**src/rtl/flow_table_config.sv**
```systemverilog
// flow_table_config: control-side writer for the flow director lookup table.
//   Accepts INSERT/DELETE/CLEAR_ALL commands over valid/ready and runs
//   read-check-write sequences on the table RAM ports.
//   It keeps a count of valid entries and returns one status per command.
// Ports:
//   clk, rst (async, active-low)
//   in_cfg_*       command channel (op, idx, key, queue)
//   tbl_rd_*       table read strobe/address; tbl_rd_vld_bit returns 1 cycle later
//   tbl_wr_*       table write strobe/address/data {valid, key, queue}
//   tbl_busy       high while a CLEAR_ALL sweep is running
//   out_resp_*     response channel (echoed op, status)
//   occupancy      number of valid entries
module flow_table_config #(
  parameter int KEY_W   = 96,
  parameter int QUEUE_W = 16,
  parameter int IDX_W   = 13
) (
  input  logic                       clk,
  input  logic                       rst,
  input  logic                       in_cfg_valid,
  output logic                       in_cfg_ready,
  input  logic [1:0]                 in_cfg_op,
  input  logic [IDX_W-1:0]           in_cfg_idx,
  input  logic [KEY_W-1:0]           in_cfg_key,
  input  logic [QUEUE_W-1:0]         in_cfg_queue,
  output logic                       tbl_rd_en,
  output logic [IDX_W-1:0]           tbl_rd_addr,
  input  logic                       tbl_rd_vld_bit,
  output logic                       tbl_wr_en,
  output logic [IDX_W-1:0]           tbl_wr_addr,
  output logic [KEY_W+QUEUE_W:0]     tbl_wr_data,
  output logic                       tbl_busy,
  output logic                       out_resp_valid,
  input  logic                       out_resp_ready,
  output logic [1:0]                 out_resp_op,
  output logic [1:0]                 out_resp_status,
  output logic [IDX_W:0]             occupancy
);
  localparam logic [1:0] OP_INS = 2'd0;
  localparam logic [1:0] OP_DEL = 2'd1;
  localparam logic [1:0] OP_CLR = 2'd2;
  localparam logic [1:0] OP_BAD = 2'd3;
  localparam logic [1:0] ST_OK   = 2'd0;
  localparam logic [1:0] ST_REPL = 2'd1;
  localparam logic [1:0] ST_NF   = 2'd2;
  localparam logic [1:0] ST_BAD  = 2'd3;
  localparam logic [IDX_W:0] OCC_MAX = {1'b1, {IDX_W{1'b0}}};

  typedef enum logic [2:0] {IDLE, RD, CHK, CLR, RESP} state_t;

  state_t               state_q, state_d;
  logic [1:0]           op_q, op_d;
  logic [IDX_W-1:0]     idx_q, idx_d;
  logic [KEY_W-1:0]     key_q, key_d;
  logic [QUEUE_W-1:0]   queue_q, queue_d;
  logic [IDX_W-1:0]     cnt_q, cnt_d;
  logic [IDX_W:0]       occ_q, occ_d;
  logic [1:0]           status_q, status_d;
  logic                 rd_en_q, rd_en_d;
  logic                 busy_q, busy_d;
  logic                 resp_valid_q, resp_valid_d;
  logic                 chk, chk_wr, wr_ins;

  // The valid bit only arrives in CHK, so the CHK write is decoded from it directly.
  assign chk    = state_q == CHK;
  assign chk_wr = chk && (op_q == OP_INS || tbl_rd_vld_bit);
  assign wr_ins = chk && op_q == OP_INS;

  assign in_cfg_ready    = state_q == IDLE;
  assign tbl_rd_en       = rd_en_q;
  assign tbl_rd_addr     = rd_en_q ? idx_q : '0;
  assign tbl_wr_en       = busy_q | chk_wr;
  assign tbl_wr_addr     = busy_q ? cnt_q : chk_wr ? idx_q : '0;
  assign tbl_wr_data     = wr_ins ? {1'b1, key_q, queue_q} : '0;
  assign tbl_busy        = busy_q;
  assign out_resp_valid  = resp_valid_q;
  assign out_resp_op     = op_q;
  assign out_resp_status = status_q;
  assign occupancy       = occ_q;

  always_comb begin
    state_d      = state_q;
    op_d         = op_q;
    idx_d        = idx_q;
    key_d        = key_q;
    queue_d      = queue_q;
    cnt_d        = cnt_q;
    occ_d        = occ_q;
    status_d     = status_q;
    rd_en_d      = 1'b0;
    busy_d       = busy_q;
    resp_valid_d = resp_valid_q;
    case (state_q)
      IDLE: if (in_cfg_valid) begin
        op_d         = in_cfg_op;
        idx_d        = in_cfg_idx;
        key_d        = in_cfg_key;
        queue_d      = in_cfg_queue;
        cnt_d        = '0;
        state_d      = in_cfg_op == OP_CLR ? CLR : in_cfg_op == OP_BAD ? RESP : RD;
        rd_en_d      = in_cfg_op == OP_INS || in_cfg_op == OP_DEL;
        busy_d       = in_cfg_op == OP_CLR;
        resp_valid_d = in_cfg_op == OP_BAD;
        status_d     = ST_BAD;
      end
      RD: state_d = CHK;
      CHK: begin
        status_d     = op_q == OP_INS ? (tbl_rd_vld_bit ? ST_REPL : ST_OK)
                                      : (tbl_rd_vld_bit ? ST_OK : ST_NF);
        occ_d        = (op_q == OP_INS && !tbl_rd_vld_bit && occ_q != OCC_MAX) ? occ_q + (IDX_W+1)'(1)
                     : (op_q == OP_DEL && tbl_rd_vld_bit && occ_q != '0) ? occ_q - (IDX_W+1)'(1)
                     : occ_q;
        state_d      = RESP;
        resp_valid_d = 1'b1;
      end
      // Stop on the last address instead of incrementing so the counter never wraps.
      CLR: if (&cnt_q) begin
        busy_d       = 1'b0;
        occ_d        = '0;
        status_d     = ST_OK;
        state_d      = RESP;
        resp_valid_d = 1'b1;
      end else begin
        cnt_d = cnt_q + IDX_W'(1);
      end
      RESP: if (out_resp_ready) begin
        resp_valid_d = 1'b0;
        state_d      = IDLE;
      end
      default: state_d = IDLE;
    endcase
  end

  always_ff @(posedge clk or negedge rst) begin
    if (!rst) begin
      state_q      <= IDLE;
      op_q         <= '0;
      idx_q        <= '0;
      key_q        <= '0;
      queue_q      <= '0;
      cnt_q        <= '0;
      occ_q        <= '0;
      status_q     <= '0;
      rd_en_q      <= 1'b0;
      busy_q       <= 1'b0;
      resp_valid_q <= 1'b0;
    end else begin
      state_q      <= state_d;
      op_q         <= op_d;
      idx_q        <= idx_d;
      key_q        <= key_d;
      queue_q      <= queue_d;
      cnt_q        <= cnt_d;
      occ_q        <= occ_d;
      status_q     <= status_d;
      rd_en_q      <= rd_en_d;
      busy_q       <= busy_d;
      resp_valid_q <= resp_valid_d;
    end
  end

  occ_bound: assert property (@(posedge clk) disable iff (!rst) occ_q <= OCC_MAX);

endmodule

```
**config.mk**
```make
export PLATFORM = sky130hd
export DESIGN_NAME = flow_table_config
export DESIGN_NICKNAME = d
export VERILOG_FILES = /design/src/rtl/flow_table_config.sv
export SDC_FILE = /design/constraint.sdc
export NUM_CORES = 1
export LEC_CHECK = 0
export ABC_AREA = 0
export CORE_MARGIN = 2
export CORE_UTILIZATION = 40
export DETAILED_ROUTE_END_ITERATION = 6
export PLACE_DENSITY = 0.72
export SLEW_MARGIN = 40
export SYNTH_ARGS = -nofsm -noshare
export SYNTH_HDL_FRONTEND = slang
export SYNTH_SLANG_ARGS = --single-unit
```
**constraint.sdc**
```tcl
create_clock -name clk -period 9.4 [get_ports clk]
set_input_delay 1.88 -clock clk [delete_from_list [all_inputs] [get_ports clk]]
set_output_delay 1.88 -clock clk [all_outputs]
set_load 0.01 [all_outputs]
```
==> results_dict.tcl <==
set metrics [dict create \
    syn_area_um2 8170 \
    drt_wl_total_mm 24.1 \
    syn_to_final_growth_pct 44.7 \
    cts_resized 0 \
    setup_ws_ns 3.64 \
    rsz0062_at_grt "false" \
    combPwrFrac_pct 42.6 \
    drtPass1Iterations 5 \
    ys_warn_count 0 \
    tns_ns 0 \
    io_buffers 293 \
    cts_tree "yes" \
    clock_sinks 162 \
    synth_enable_flop_cells 0 \
    gp_congestion 0.875 \
    final.min_clock_period_ns 5.76 \
    drt-initial-drc-count 574 \
    cts.reportedPaths.clkPinSlew_ns 0.06 \
    grt_antenna_before_repair 2 \
    start_util_pct 40.5 \
    postCtsSetupBuffers 0 \
    yosysSeqAreaShare_pct 49.6 \
    ant_nets 0 \
    criticalPathCategory "input pin to primary output" \
    ir_worst_vdd_mv 0.150 \
    wl_per_cell_um 15.9 \
    power.density_nw_per_um2 274 \
    p_clk_share_pct 19.9 \
    syn_nets 1118 \
    grt-ovfl-total 0 \
    setup_violations 0 \
    status "complete, no violations" \
    synthSimpleGateAreaFrac_pct 34.6 \
    synth_mux_area_share_pct 2.10 \
    syn_area_per_cell_um2 8.42 \
    hpwl_mm 16.7 \
    die_x_um 147 \
    min_path_type "flip-flop to flip-flop" \
    core_um2 20200 \
    cp_data_arrival_time_ns 3.88 \
    dp_slack_ns 3.66 \
    p_sw_share_pct 38.5 \
    maxSlewHeadroom_pct 48.4 \
    p_leak_nw 5.57 \
    nets 1380 \
    finalClockSkew_ns 0.0154 \
    die_h_um 147 \
    vias_per_cell 4.82 \
    clk_latency_ns 0.42 \
    clockRootBuffer "clkbuf_16" \
    synth-main-ff-cell "dfrtp_1" \
    synth-adder-area-share_pct 2.54 \
    syn_inst 970 \
    hold_viol_final 0 \
    p_seq_share_pct 37.4 \
    critPathMaxFanout 14 \
    drc 0 \
    vias 7314 \
    synth_xor_area_share_pct 1.07 \
    cts_buffer_depth 2 \
    synth_compound_area_share_pct 6.83 \
    async_flop_share_pct 100 \
    cp.required_ns 7.52 \
    synth_top_family_by_area "simple AND/OR/NAND/NOR gates" \
    startpoint_type "input pin" \
    fin_crit_sh_pct 61.2 \
    fillCellCount 1805 \
    hold_buffers 0 \
    design_area_um2 11800 \
    dieArea_um2 21600 \
    drive_above_1_share_pct 3.86 \
    clock.fmax_ghz 0.174 \
    io_pins 294 \
    row_count 52 \
    grt_pass1_wl_mm 38.4 \
    synth-seq-cells 162 \
    slew_violations 0 \
    track_usage_pct 22.5 \
    grt_start_max_net_pins 88 \
    cts_buffers 17 \
    grt_pass1_vias 7138 \
    synth_cell_types 57 \
    end_kind "primary output" \
    intPower_mw 1.99 \
    postPlaceCellArea_um2 11300 \
    tightestPinTransition_ns 0.754 \
    p_sw_mw 1.25 \
    cts_max_level 4 \
    cap_violations 0 \
]
## area by class of cell
cell class                 instances  area (µm²)  share of cell area, %
timing repair buffer             298        2980                   25.2
antenna                            2        5.00                 0.0423
clock inverter                    10        78.8                  0.666
tap                              270         338                   2.86
sequential                       162        4060                   34.3
inverter                          10        37.5                  0.317
clock buffer                      21         460                   3.89
multi-input combinational        743        3870                   32.7
## cell usage after synthesis, types with 2 or more instances
cell type / number / area share [%]
clkbuf_1: 43 / 2.0
nor2b_1: 2 / 0.15
nor3_1: 12 / 0.73
ha_1: 15 / 2.3
o21ai_1: 2 / 0.12
and3_1: 5 / 0.38
and2_1: 129 / 9.9
nand4_1: 4 / 0.31
o31ai_1: 8 / 0.73
dfrtp_1: 162 / 50
o211ai_1: 3 / 0.28
buf_2: 10 / 0.61
nor4_1: 2 / 0.15
nand2_1: 404 / 19
a21o_1: 12 / 1.1
or3_1: 2 / 0.15
o21bai_1: 4 / 0.37
xor2_1: 6 / 0.64
xnor2_1: 4 / 0.43
a221o_1: 2 / 0.24
a21oi_1: 18 / 1.1
nor2_1: 27 / 1.2
and4_1: 3 / 0.32
a22o_1: 3 / 0.32
a31o_2: 2 / 0.21
inv_1: 10 / 0.46
a31oi_1: 4 / 0.31
o21ai_0: 8 / 0.49
or4_1: 6 / 0.55
nand3_1: 16 / 0.98
mux2i_1: 16 / 2.0
## power groups by stage
stage	clock, mW	combinational [mW]	sequential (mW)
CTS	0.660	1.39	1.21
global route	0.690	1.55	1.25
detailed placement	0	1.38	1.22
floorplan	0	0.907	1.15
finish	0.645	1.38	1.21
global placement	0	1.36	1.21
## cells by family (layout without fill, tap and decap cells)
logic type | count (synthesis) | in the layout
AND/OR/NAND/NOR | 621 | 621
flip-flops | 162 | 162
AO/OA/AOI/OAI | 79 | 79
buffers and inverters | 65 | 339
multiplexers | 17 | 17
adder cells (fa/ha/maj) | 16 | 16
XOR/XNOR | 10 | 10
other | 0 | 2
## sequential cells by signal, indices dropped and copies added (netlist names)
signal and cells:
idx_q 13, cnt_q 13, tbl_busy 1, queue_q 16, key_q 96, state_q 3
out_resp_status 2, out_resp_valid 1, out_resp_op 2, tbl_rd_en 1, occupancy 14
## per-layer routing
| layer | vias to the layer above | part of all wire [%] | global-route usage, % |
|---|---|---|---|
| li1 | 3634 | - | - |
| met1 | 3429 | 42 | 29.0 |
| met2 | 225 | 47 | 35.3 |
| met3 | 26 | 9.6 | 9.35 |
| met4 | 0 | 1.6 | 5.87 |
| met5 | - | 0 | 0 |
## worst max-delay path, stage by stage
cell             delay (ns)
clkdlybuf4s50_1        0.51
o21bai_1               0.23
a31oi_2                0.60
nor2_1                 0.13
clkdlybuf4s50_1        0.51
## cells in the final DEF, fill, tap and decap left out, drive strengths merged, types with 4 or more instances in the layout
| master | count |
|---|---|
| clkinvlp | 4 |
| a31oi | 4 |
| clkinv | 4 |
| clkbuf | 22 |
| xor2 | 6 |
| nand2 | 404 |
| o21bai | 4 |
| ha | 15 |
| o21ai | 11 |
| nor2 | 27 |
| nor3 | 12 |
| xnor2 | 4 |
| o31ai | 8 |
| or4 | 7 |
| dfrtp | 162 |
| and2 | 129 |
| and3 | 5 |
| inv | 12 |
| buf | 5 |
| mux2i | 16 |
| a21oi | 18 |
| nand3 | 17 |
| a21o | 12 |
| nand4 | 5 |
| clkdlybuf4s50 | 292 |
## stage by stage
stage               hold slack, ns  cells  utilization [%]  power (mW)
floorplan                    0.437    970                -        2.06
global placement             0.449   1483             55.9        2.57
detailed placement           0.454   1483             55.9        2.60
CTS                          0.469   1514             58.6        3.26
global route                 0.486   1514             58.6        3.49
finish                       0.464   1516             58.6        3.24
## final timing paths
kind	slack, ns	to	cells after the start	startpoint
setup / recovery	3.64	tbl_wr_addr[9]	5	tbl_rd_vld_bit
hold / removal	0.46	key_q[68]	2	key_q[68]
setup reg to reg	5.56	occupancy[13]	10	occupancy[1]
hold reg to reg	0.46	key_q[68]	2	key_q[68]
max in group asynchronous	6.67	queue_q[8]	2	rst
min in group asynchronous	1.50	key_q[76]	1	rst
Note: power is estimated with default switching activity, not from simulation.
